### src/rtl/weight_tile_fetcher.sv
// Weight tile fetcher: streams a row-major int8 matrix from word memory
// and packs it into TILE_SIZE-lane tiles for the GEMV engine.
module weight_tile_fetcher #(
   parameter int DATA_WIDTH = 8,
   parameter int TILE_SIZE  = 32,
   parameter int BUS_WIDTH  = 64,
   parameter int ADDR_WIDTH = 24
) (
   input  logic                                 clk,
   input  logic                                 reset_n,
   input  logic                                 start,
   input  logic [ADDR_WIDTH-1:0]                base_addr,
   input  logic [9:0]                           rows,
   input  logic [9:0]                           cols,
   output logic                                 mem_rd_en,
   output logic [ADDR_WIDTH-1:0]                mem_addr,
   input  logic [BUS_WIDTH-1:0]                 mem_rdata,
   input  logic                                 mem_rvalid,
   output logic [TILE_SIZE-1:0][DATA_WIDTH-1:0] w_tile_row,
   output logic                                 w_valid,
   input  logic                                 w_ready,
   output logic                                 busy,
   output logic                                 done
);

   localparam int EPW   = BUS_WIDTH / DATA_WIDTH;
   localparam int BEATS = TILE_SIZE * DATA_WIDTH / BUS_WIDTH;
   localparam int BIW   = (BEATS > 1) ? $clog2(BEATS) : 1;
   localparam int CW    = 21;

   typedef enum logic [2:0] {
      IDLE,
      FETCH,
      WAIT_DATA,
      PRESENT,
      DONE
   } state_t;

   state_t                          state_q, state_d;
   logic [ADDR_WIDTH-1:0]           base_q, base_d;
   logic [ADDR_WIDTH-1:0]           addr_q, addr_d;
   logic [19:0]                     n_q, n_d;
   logic [CW-1:0]                   word_q, word_d;
   logic [CW-1:0]                   tile_q, tile_d;
   logic [BIW-1:0]                  beat_q, beat_d;
   logic [BEATS-1:0][BUS_WIDTH-1:0] buf_q, buf_d;
   logic                            rd_en_q, rd_en_d;
   logic                            valid_q, valid_d;
   logic                            busy_q, busy_d;
   logic                            done_q, done_d;
   logic [CW-1:0]                   n_ext, w_total, t_total, elem_idx;
   logic [BUS_WIDTH-1:0]            word_m;

   assign n_ext   = {1'b0, n_q};
   assign w_total = (n_ext + CW'(EPW - 1)) / CW'(EPW);
   assign t_total = (n_ext + CW'(TILE_SIZE - 1)) / CW'(TILE_SIZE);

   // Lanes of the incoming word that fall past the matrix end read as zero.
   always_comb begin
      word_m   = mem_rdata;
      elem_idx = '0;
      for (int k = 0; k < EPW; k++) begin
         elem_idx = word_q * CW'(EPW) + CW'(k);
         if (elem_idx >= n_ext) begin
            word_m[k*DATA_WIDTH +: DATA_WIDTH] = '0;
         end
      end
   end

   always_comb begin
      state_d = state_q;
      base_d  = base_q;
      n_d     = n_q;
      word_d  = word_q;
      tile_d  = tile_q;
      beat_d  = beat_q;
      buf_d   = buf_q;
      unique case (state_q)
         IDLE: begin
            if (start) begin
               base_d  = base_addr;
               n_d     = {10'd0, rows} * {10'd0, cols};
               word_d  = '0;
               tile_d  = '0;
               beat_d  = '0;
               buf_d   = '0;
               state_d = (rows == '0 || cols == '0) ? DONE : FETCH;
            end
         end
         FETCH: state_d = WAIT_DATA;
         WAIT_DATA: begin
            if (mem_rvalid) begin
               buf_d[beat_q] = word_m;
               word_d        = word_q + 1'b1;
               if (beat_q == BIW'(BEATS - 1) || word_d == w_total) begin
                  state_d = PRESENT;
               end else begin
                  beat_d  = beat_q + 1'b1;
                  state_d = FETCH;
               end
            end
         end
         PRESENT: begin
            if (w_ready) begin
               tile_d  = tile_q + 1'b1;
               beat_d  = '0;
               buf_d   = '0;
               state_d = (tile_d < t_total) ? FETCH : DONE;
            end
         end
         DONE: if (done_q) state_d = IDLE;
         default: state_d = IDLE;
      endcase

      rd_en_d = (state_d == FETCH);
      addr_d  = rd_en_d ? base_d + ADDR_WIDTH'(word_d * CW'(BUS_WIDTH / 8))
                        : addr_q;
      valid_d = (state_d == PRESENT);
      // An empty matrix spends one DONE cycle busy before pulsing done.
      done_d  = (state_d == DONE) && (state_q != IDLE);
      busy_d  = (state_d != IDLE) && !done_d;
   end

   always_ff @(posedge clk or negedge reset_n) begin
      if (!reset_n) begin
         state_q <= IDLE;
         base_q  <= '0;
         addr_q  <= '0;
         n_q     <= '0;
         word_q  <= '0;
         tile_q  <= '0;
         beat_q  <= '0;
         buf_q   <= '0;
         rd_en_q <= 1'b0;
         valid_q <= 1'b0;
         busy_q  <= 1'b0;
         done_q  <= 1'b0;
      end else begin
         state_q <= state_d;
         base_q  <= base_d;
         addr_q  <= addr_d;
         n_q     <= n_d;
         word_q  <= word_d;
         tile_q  <= tile_d;
         beat_q  <= beat_d;
         buf_q   <= buf_d;
         rd_en_q <= rd_en_d;
         valid_q <= valid_d;
         busy_q  <= busy_d;
         done_q  <= done_d;
      end
   end

   assign mem_rd_en  = rd_en_q;
   assign mem_addr   = addr_q;
   assign w_tile_row = buf_q;
   assign w_valid    = valid_q;
   assign busy       = busy_q;
   assign done       = done_q;

endmodule

### config.mk
export PLATFORM = sky130hd
export DESIGN_NAME = weight_tile_fetcher
export DESIGN_NICKNAME = d
export VERILOG_FILES = /design/src/rtl/weight_tile_fetcher.sv
export SDC_FILE = /design/constraint.sdc
export NUM_CORES = 1
export LEC_CHECK = 0
export ABC_AREA = 1
export CAP_MARGIN = 20
export CORE_ASPECT_RATIO = 2
export CORE_UTILIZATION = 55
export DETAILED_ROUTE_END_ITERATION = 10
export GPL_TIMING_DRIVEN = 0
export HOLD_SLACK_MARGIN = 0.03
export PLACE_DENSITY = 0.83
export SETUP_SLACK_MARGIN = 0.02
export SYNTH_ARGS = -nofsm -noshare
export SYNTH_HDL_FRONTEND = slang
export SYNTH_SLANG_ARGS = --single-unit
### constraint.sdc
create_clock -name clk -period 5.17 [get_ports clk]
set_input_delay 1.034 -clock clk [delete_from_list [all_inputs] [get_ports clk]]
set_output_delay 1.034 -clock clk [all_outputs]
set_load 0.005 [all_outputs]
==> results by group, run 1 <==
Run status
  • Status: finished, violations left
  • Failing checks: setup timing

Drt
  • TritonRoute pass-1 iters: 5
  • Final WL: between 70000 and 80000 um
  • Vias: 21036
  • Vias/cell: between 5 and 6
  • Routed Antenna Nets: 0
  • DR DRC count: 0
  • Avg WL per Cell: between 20 and 25 um
  • Initial DRC Count: 1447

Logic synthesis
  • Post-Synth XOR/XNOR Area: 1.87%
  • Syn_nets: between 2000 and 3000
  • Yosys top cell area share: between 40% and 50%
  • Synth Area in Adders: about an eighth
  • Mux share of post-synthesis cell area: 0%
  • Avg Inst Size Synth: 8.12 sq um
  • Cell Area, Synth: 21500 sq um
  • Simple-Gate Fraction of Synth Area: 23.5%
  • Seq/Total Area, Yosys: 43.6%
  • Synth Instances: 2651
  • Complex-gate fraction of the synthesized area: 11.3%
  • Distinct cells, synth: 46
  • Largest area contributor in the synthesized netlist: dfrtp_1
  • Dominant cells by area after synthesis: dfrtp_1 44%, nand2_1 15%, o21ai_0 7.1%
  • Register bit total from synthesis: between 300 and 400
  • Synth warnings: 0
  • Largest family of logic cells by synthesized area: simple AND/OR/NAND/NOR gates

Global routing
  • Vias in the first global route: 21592
  • Gr busiest metal: met2
  • GR Util met2: a little over two thirds
  • First-pass GRT wire length: ~120000 um
  • Global-route met3 utilization: about 7.3%
  • GR Overflow Total: 0
  • Antenna violations before repair: 4
  • Grt met1 use: 36.8%
  • Largest net degree at the start of global routing: ~130
  • GRT Overall Usage: about 40%

STA
  • Slew HR: 22.0%
  • Worst-margin pin slew: approximately 1200 ps
  • Tmin final: 5190 ps
  • WHS: roughly 480 ps
  • Clock Skews: between 20 and 30 ps
  • Worst setup margin: -21.2 ps
  • Final TNS setup: -21.2 ps
  • RSZ-0062 raised after global routing: true
  • Max Slew Vio Count: 0
  • Peak Freq: roughly 190 MHz
  • Setup violations, final: 1
  • Final period util: 100%
  • Hold Fails Final Rpt: 0

Layout
  • Area of the multi-input gates: 10900 sq um
  • P&R area growth vs syn: 31.4%
  • Util after Layout: approximately 73%
  • Share of cells above drive strength 1: 9.45%
  • Final non-filler cell total: between 3000 and 4000
  • Final Net Count: approximately 3400
  • Register area: around 9400 sq um
  • Fill cell count: around 2900
  • Fin area: 28300 sq um

Worst setup path
  • CP arrival: 5590 ps
  • Crit end category: flop
  • Worst path required time: approximately 5600 ps
  • CP max FO: 5
  • Startpoint Class: input pin
  • Worst r2r path cells: 19
  • Worst reg2reg endpoint: mem_addr[23]$_DFFE_PN0P_
  • Worst r2r src: state_q[0]$_DFF_PN0_
  • Kind of critical path: input pin to flop
  • R2R setup slack: 470 ps

Clocking
  • Clock latency on the worst-skew pair: around 550 ps
  • CTS HTree Levels: 2
  • CTS max path bufs: 3
  • CTS tree: yes
  • Hold Buf Count CTS: 0
  • Clk pin slew, worst setup/hold paths: ~70 ps
  • Root Driver: clkbuf_16
  • Sink Count: about 380
  • Number of buffers created by CTS: 34

Power and ir drop
  • Clock share of power: between 20% and 30%
  • Pwr/cell area: between 400 and 500 nW/um^2
  • Sequential Power Share: slightly below 30%
  • Comb pwr share: between 50% and 60%
  • Peak VDD IR: around 0.39 mV
  • Net Sw Power: around 5.8 mW
  • Internal: just under 8 mW
  • Tot Pwr: approximately 14 mW
  • Sw Share: roughly 42%
  • Lkg Pwr: about 14 nW

Worst hold path
  • Hold WC Path Type: flop to flop
  • Hold Path End: base_q[2]$_DFF_PN0_
  • Critical hold path startpoint: base_q[2]$_DFF_PN0_
  • Hold Path Depth: 2

Placed design
  • Final HPWL DP: about 60000 um
  • Final GP Congestion: roughly 0.98
  • Placed insts: 3569
  • Port-buffer cells: between 300 and 400
  • Pre-CTS setup slack: -1280 ps
  • Placed cell areas: about 26000 sq um

Floorplanning
  • Die area: around 40000 sq um
  • Core ar.: about 39000 sq um
  • Ports: just under 400
  • Cell row count: 102
  • Die width: roughly 140 um
  • Initial Util: roughly 56%
  • Die Y-Extent: ~280 um

Job
  • Max Cap Viol: 0
[critical path, cell delays in order]
cell and delay [ps]:
buf_2 140, buf_8 150, nand2_1 60, inv_1 50, fa_1 500, inv_1 50
fa_1 530, fa_1 560, fa_1 440, fa_1 510, inv_2 50, ha_4 220
a21oi_1 390, o21ai_0 170, nand2_1 110, o2111ai_1 150, or2_2 300, nand3_1 60
o21ai_0 90
[power by group through the flow]
stage / sequential [mW] / combinational (mW) / clock [mW]
2_1_floorplan: 3.91 / 3.80 / 0
3_3_place_gp: 3.97 / 6.04 / 0
3_5_place_dp: 3.98 / 6.21 / 0
4_1_cts: 3.94 / 6.43 / 2.80
5_1_grt: 4.00 / 7.52 / 2.91
6_report: 3.95 / 6.91 / 2.79
[how the worst max path moves through the flow]
stage | start | to | slack [ps]
4_1_cts | cols[6] | n_q[17]$_DFFE_PN0P_ | -20
5_1_grt | cols[9] | n_q[16]$_DFFE_PN0P_ | -200
6_report | rows[4] | n_q[16]$_DFFE_PN0P_ | -20
3_5_place_dp | cols[4] | n_q[17]$_DFFE_PN0P_ | -1280
3_3_place_gp | reset_n | w_tile_row[7]$_DFFE_PN0P_ | -12460
2_1_floorplan | cols[1] | n_q[17]$_DFFE_PN0P_ | -6
[what timing repair did]
action	in CTS	in global routing
buffers inserted	37	7
resized for setup	59	80
setup endpoints to repair	12	11
gates cloned	1	0
pin swaps	18	29
[synthesized netlist by cell type (all sizes together)]
master / number
a211o: 1
a21boi: 2
a21o: 4
a21oi: 59
a22o: 12
a31o: 1
a31oi: 4
and2: 3
buf: 34
clkbuf: 58
clkinv: 2
dfrtp: 375
fa: 63
ha: 114
inv: 304
nand2: 896
nand3: 104
nand3b: 1
nand4: 51
nor2: 115
nor3: 22
nor4: 7
o2111ai: 1
o211ai: 4
o21a: 4
o21ai: 317
o21bai: 7
o22ai: 28
o31ai: 6
or2: 6
xnor2: 18
xor2: 28
[registers in the layout, summed over array words and instances, names as in the netlist]
signal / count
base_q: 24
beat_q: 2
busy: 1
done: 1
mem_addr: 24
mem_rd_en: 1
n_q: 20
state_q: 3
tile_q: 21
w_tile_row: 256
w_valid: 1
word_q: 21
[cells by family (layout without fill, tap and decap cells)]
family          Yosys count  after routing
simple gates           1205           1205
fa+ha+maj               177            177
xor+xnor                 46             46
flops                   375            375
buf+inv                 398            902
other cells               0              3
compound gates          450            450
[cell type report]
class                           count  area share, %
Clock buffer                       41           3.17
Timing Repair Buffer              445           15.3
Tap cell                          520           2.30
Inverter                          306           4.06
Buffer                             89           2.26
Multi-Input combinational cell   1878           38.6
Clock inverter                     21           1.12
Antenna cell                        3         0.0265
Sequential cell                   375           33.2
[layer usage]
layer	part of all wire, %	up-vias
met3	6.6	422
met5	0.015	-
met1	31	10072
met4	11	2
li1	-	9499
met2	51	1041
[cells in the final DEF, fill, tap and decap left out, types with 15 or more instances in the layout]
cell type,count
clkbuf_2,15
nor2_1,94
nand2_2,23
clkdlybuf4s50_1,376
dfrtp_1,375
xnor2_1,18
clkbuf_1,42
buf_4,44
nand2_1,868
clkbuf_16,39
o22ai_1,28
fa_1,60
buf_2,32
o21ai_0,299
nand4_1,50
nand3_1,98
nor3_1,17
inv_2,21
ha_1,99
xor2_1,28
inv_1,283
a21oi_1,52
Note: power is estimated with default switching activity, not from simulation.
==> run 2, diff against run 1 <==
--- a/config.mk
+++ b/config.mk
@@ -9,6 +9,7 @@
 export CAP_MARGIN = 20
 export CORE_ASPECT_RATIO = 2
 export CORE_UTILIZATION = 55
+export CTS_BUF_LIST = sky130_fd_sc_hd__clkbuf_8
 export DETAILED_ROUTE_END_ITERATION = 10
 export GPL_TIMING_DRIVEN = 0
 export HOLD_SLACK_MARGIN = 0.03
==> results by group, run 2 (synthesized netlist as in run 1, its figures left out) <==
Run status
  • Status: finished clean

Drt
  • TritonRoute pass-1 iters: 9
  • DR DRC count: 0
  • Routed Antenna Nets: 0
  • Final WL: 76200 um
  • Vias/cell: roughly 5.7
  • Avg WL per Cell: ~21 um
  • Vias: between 20000 and 25000
  • Initial DRC Count: ~1500

Floorplanning
  • Core ar.: 38700 sq um
  • Die Y-Extent: 282 um
  • Die width: 142 um
  • Cell row count: roughly 100
  • Initial Util: between 50% and 60%
  • Die area: approximately 40000 sq um
  • Ports: around 400

Worst setup path
  • Startpoint Class: input pin
  • CP max stage cell: fa_1
  • CP cell instances: clkdlybuf4s15_2 > nand2_1 > inv_1 > fa_1 > inv_1 > fa_1 > fa_1 > fa_1 > fa_1 > inv_2 > ha_4 > nand2_2 > nor2_2 > inv_2 > o21bai_4 > a21o_1 > a21oi_2 > or2_4 > nand2_2 > nand2_1 > nand3_1 > o21ai_1
  • CP arrival: approximately 5500 ps
  • Crit path buf inv count: 5
  • Most used cell, CP: fa_1
  • CP max FO: 11
  • R2R setup slack: 460 ps
  • Worst path required time: roughly 5600 ps
  • Crit end category: flop
  • Top cell family by delay on the critical path: adder cells
  • Kind of critical path: input pin to flop
  • Largest stage delay, worst path: roughly 600 ps

STA
  • Final period util: a little over nine tenths
  • Clock Skews: between 40 and 50 ps
  • Setup violations, final: 0
  • Hold Fails Final Rpt: 0
  • Worst-margin pin slew: between 1000 and 1500 ps
  • Max Slew Vio Count: 0
  • Slew HR: approximately a quarter
  • Tmin final: 5050 ps
  • Peak Freq: between 150 and 200 MHz
  • RSZ-0062 raised after global routing: true

Power and ir drop
  • Peak VDD IR: 0.372 mV
  • Pwr/cell area: around 460 nW/um^2
  • Lkg Pwr: roughly 14 nW

Layout
  • Commonest non-fill, non-tap cell in the layout: nand2_1
  • Most frequent cells in the layout: 870 x nand2_1, 376 x clkdlybuf4s50_1, 375 x dfrtp_1
  • Fin area: 28000 sq um
  • Fill cell count: 2972
  • Share of cells above drive strength 1: under 10%
  • Final non-filler cell total: 3698
  • Final Net Count: between 3000 and 4000
  • Max reg flops: between 200 and 300
  • P&R area growth vs syn: 30.3%

Placed design
  • Final HPWL DP: just under 60000 um
  • Final GP Congestion: 0.978
  • Port-buffer cells: approximately 400
  • Placed cell areas: ~26000 sq um
  • Placed insts: 3569

Clocking
  • CTS max path bufs: 3
  • Clk pin slew, worst setup/hold paths: roughly 70 ps
  • Clock latency on the worst-skew pair: ~640 ps
  • Number of buffers created by CTS: 50
  • Root Driver: clkbuf_8
  • CTS HTree Levels: 2
  • CTS tree: yes
  • Hold Buf Count CTS: 0
  • Sink Count: about 380

Global routing
  • First-pass GRT wire length: around 120000 um
  • GR Overflow Total: 0
  • Antenna violations before repair: 2
  • Largest net degree at the start of global routing: 131
  • GRT Overall Usage: around 39%
  • Vias in the first global route: between 20000 and 25000

Job
  • Max Cap Viol: 0

Worst hold path
  • Hold WC Path Type: flop to flop
==> run 2: cell type report <==
cell class	instances	area, sq um	area share [%]
antenna	2	5.00	0.0178
buffer	89	639	2.28
clock buffer	65	895	3.19
clock inverter	24	191	0.683
inverter	306	1150	4.10
multi-input combinational	1878	10800	38.6
sequential	375	9380	33.5
tap	520	651	2.32
timing repair buffer	439	4320	15.4
==> run 2: path summary, 6_finish.rpt <==
| kind | start | endpoint | cells after the start |
|---|---|---|---|
| setup / recovery | cols[4] | n_q[17]$_DFFE_PN0P_ | 22 |
| min in group asynchronous | reset_n | w_tile_row[98]$_DFFE_PN0P_ | 1 |
| hold / removal | base_q[2]$_DFF_PN0_ | base_q[2]$_DFF_PN0_ | 2 |
| setup reg to reg | state_q[0]$_DFF_PN0_ | mem_addr[23]$_DFFE_PN0P_ | 19 |
| max in group asynchronous | reset_n | w_tile_row[76]$_DFFE_PN0P_ | 2 |
| hold reg to reg | base_q[2]$_DFF_PN0_ | base_q[2]$_DFF_PN0_ | 2 |
==> run 2: power breakdown <==
part,internal (mW),total (mW),switching [mW]
combinational,2.62,6.64,4.02
clock,1.28,2.43,1.15
sequential,3.52,3.95,0.424
==> run 2: layer usage <==
| metal | up-vias | track usage, % | share of wire (%) |
|---|---|---|---|
| met5 | - | 0 | 0 |
| met4 | 0 | 33.5 | 10 |
| met3 | 402 | 6.83 | 6.9 |
| met2 | 1093 | 70.8 | 52 |
| met1 | 10033 | 36.3 | 31 |
| li1 | 9522 | - | - |
==> run 2: repair_timing <==
action | in CTS | in global routing
resized for setup | 56 | 51
pin swaps | 15 | 22
endpoints found under the hold margin | 0 | 0
endpoints found under the setup margin | 11 | 9
cloned | 1 | 0
buffers inserted | 38 | 1
==> run 2: through the flow <==
stage	hold WS [ps]	setup slack, ps	utilization, %	total power [mW]	setup TNS (ps)
floorplan	445	-6.34	-	7.71	-6.34
global placement	461	-12460	68.3	10.0	-4661360
detailed placement	462	-1280	68.4	10.2	-13200
CTS	479	26.7	72.3	12.8	0
global route	502	-46.6	72.5	13.8	-110
finish	480	120	72.5	13.0	0
==> run 2: worst register-to-register path: cells and delay by family, from the launching register on <==
| family | cells | cell delay, ps |
|---|---|---|
| AO/OA/AOI/OAI | 3 | 980 |
| XOR/XNOR | 1 | 250 |
| adder cells (fa/ha/maj) | 2 | 570 |
| buffers and inverters | 4 | 1230 |
| flip-flops | 1 | 420 |
| AND/OR/NAND/NOR | 9 | 1210 |
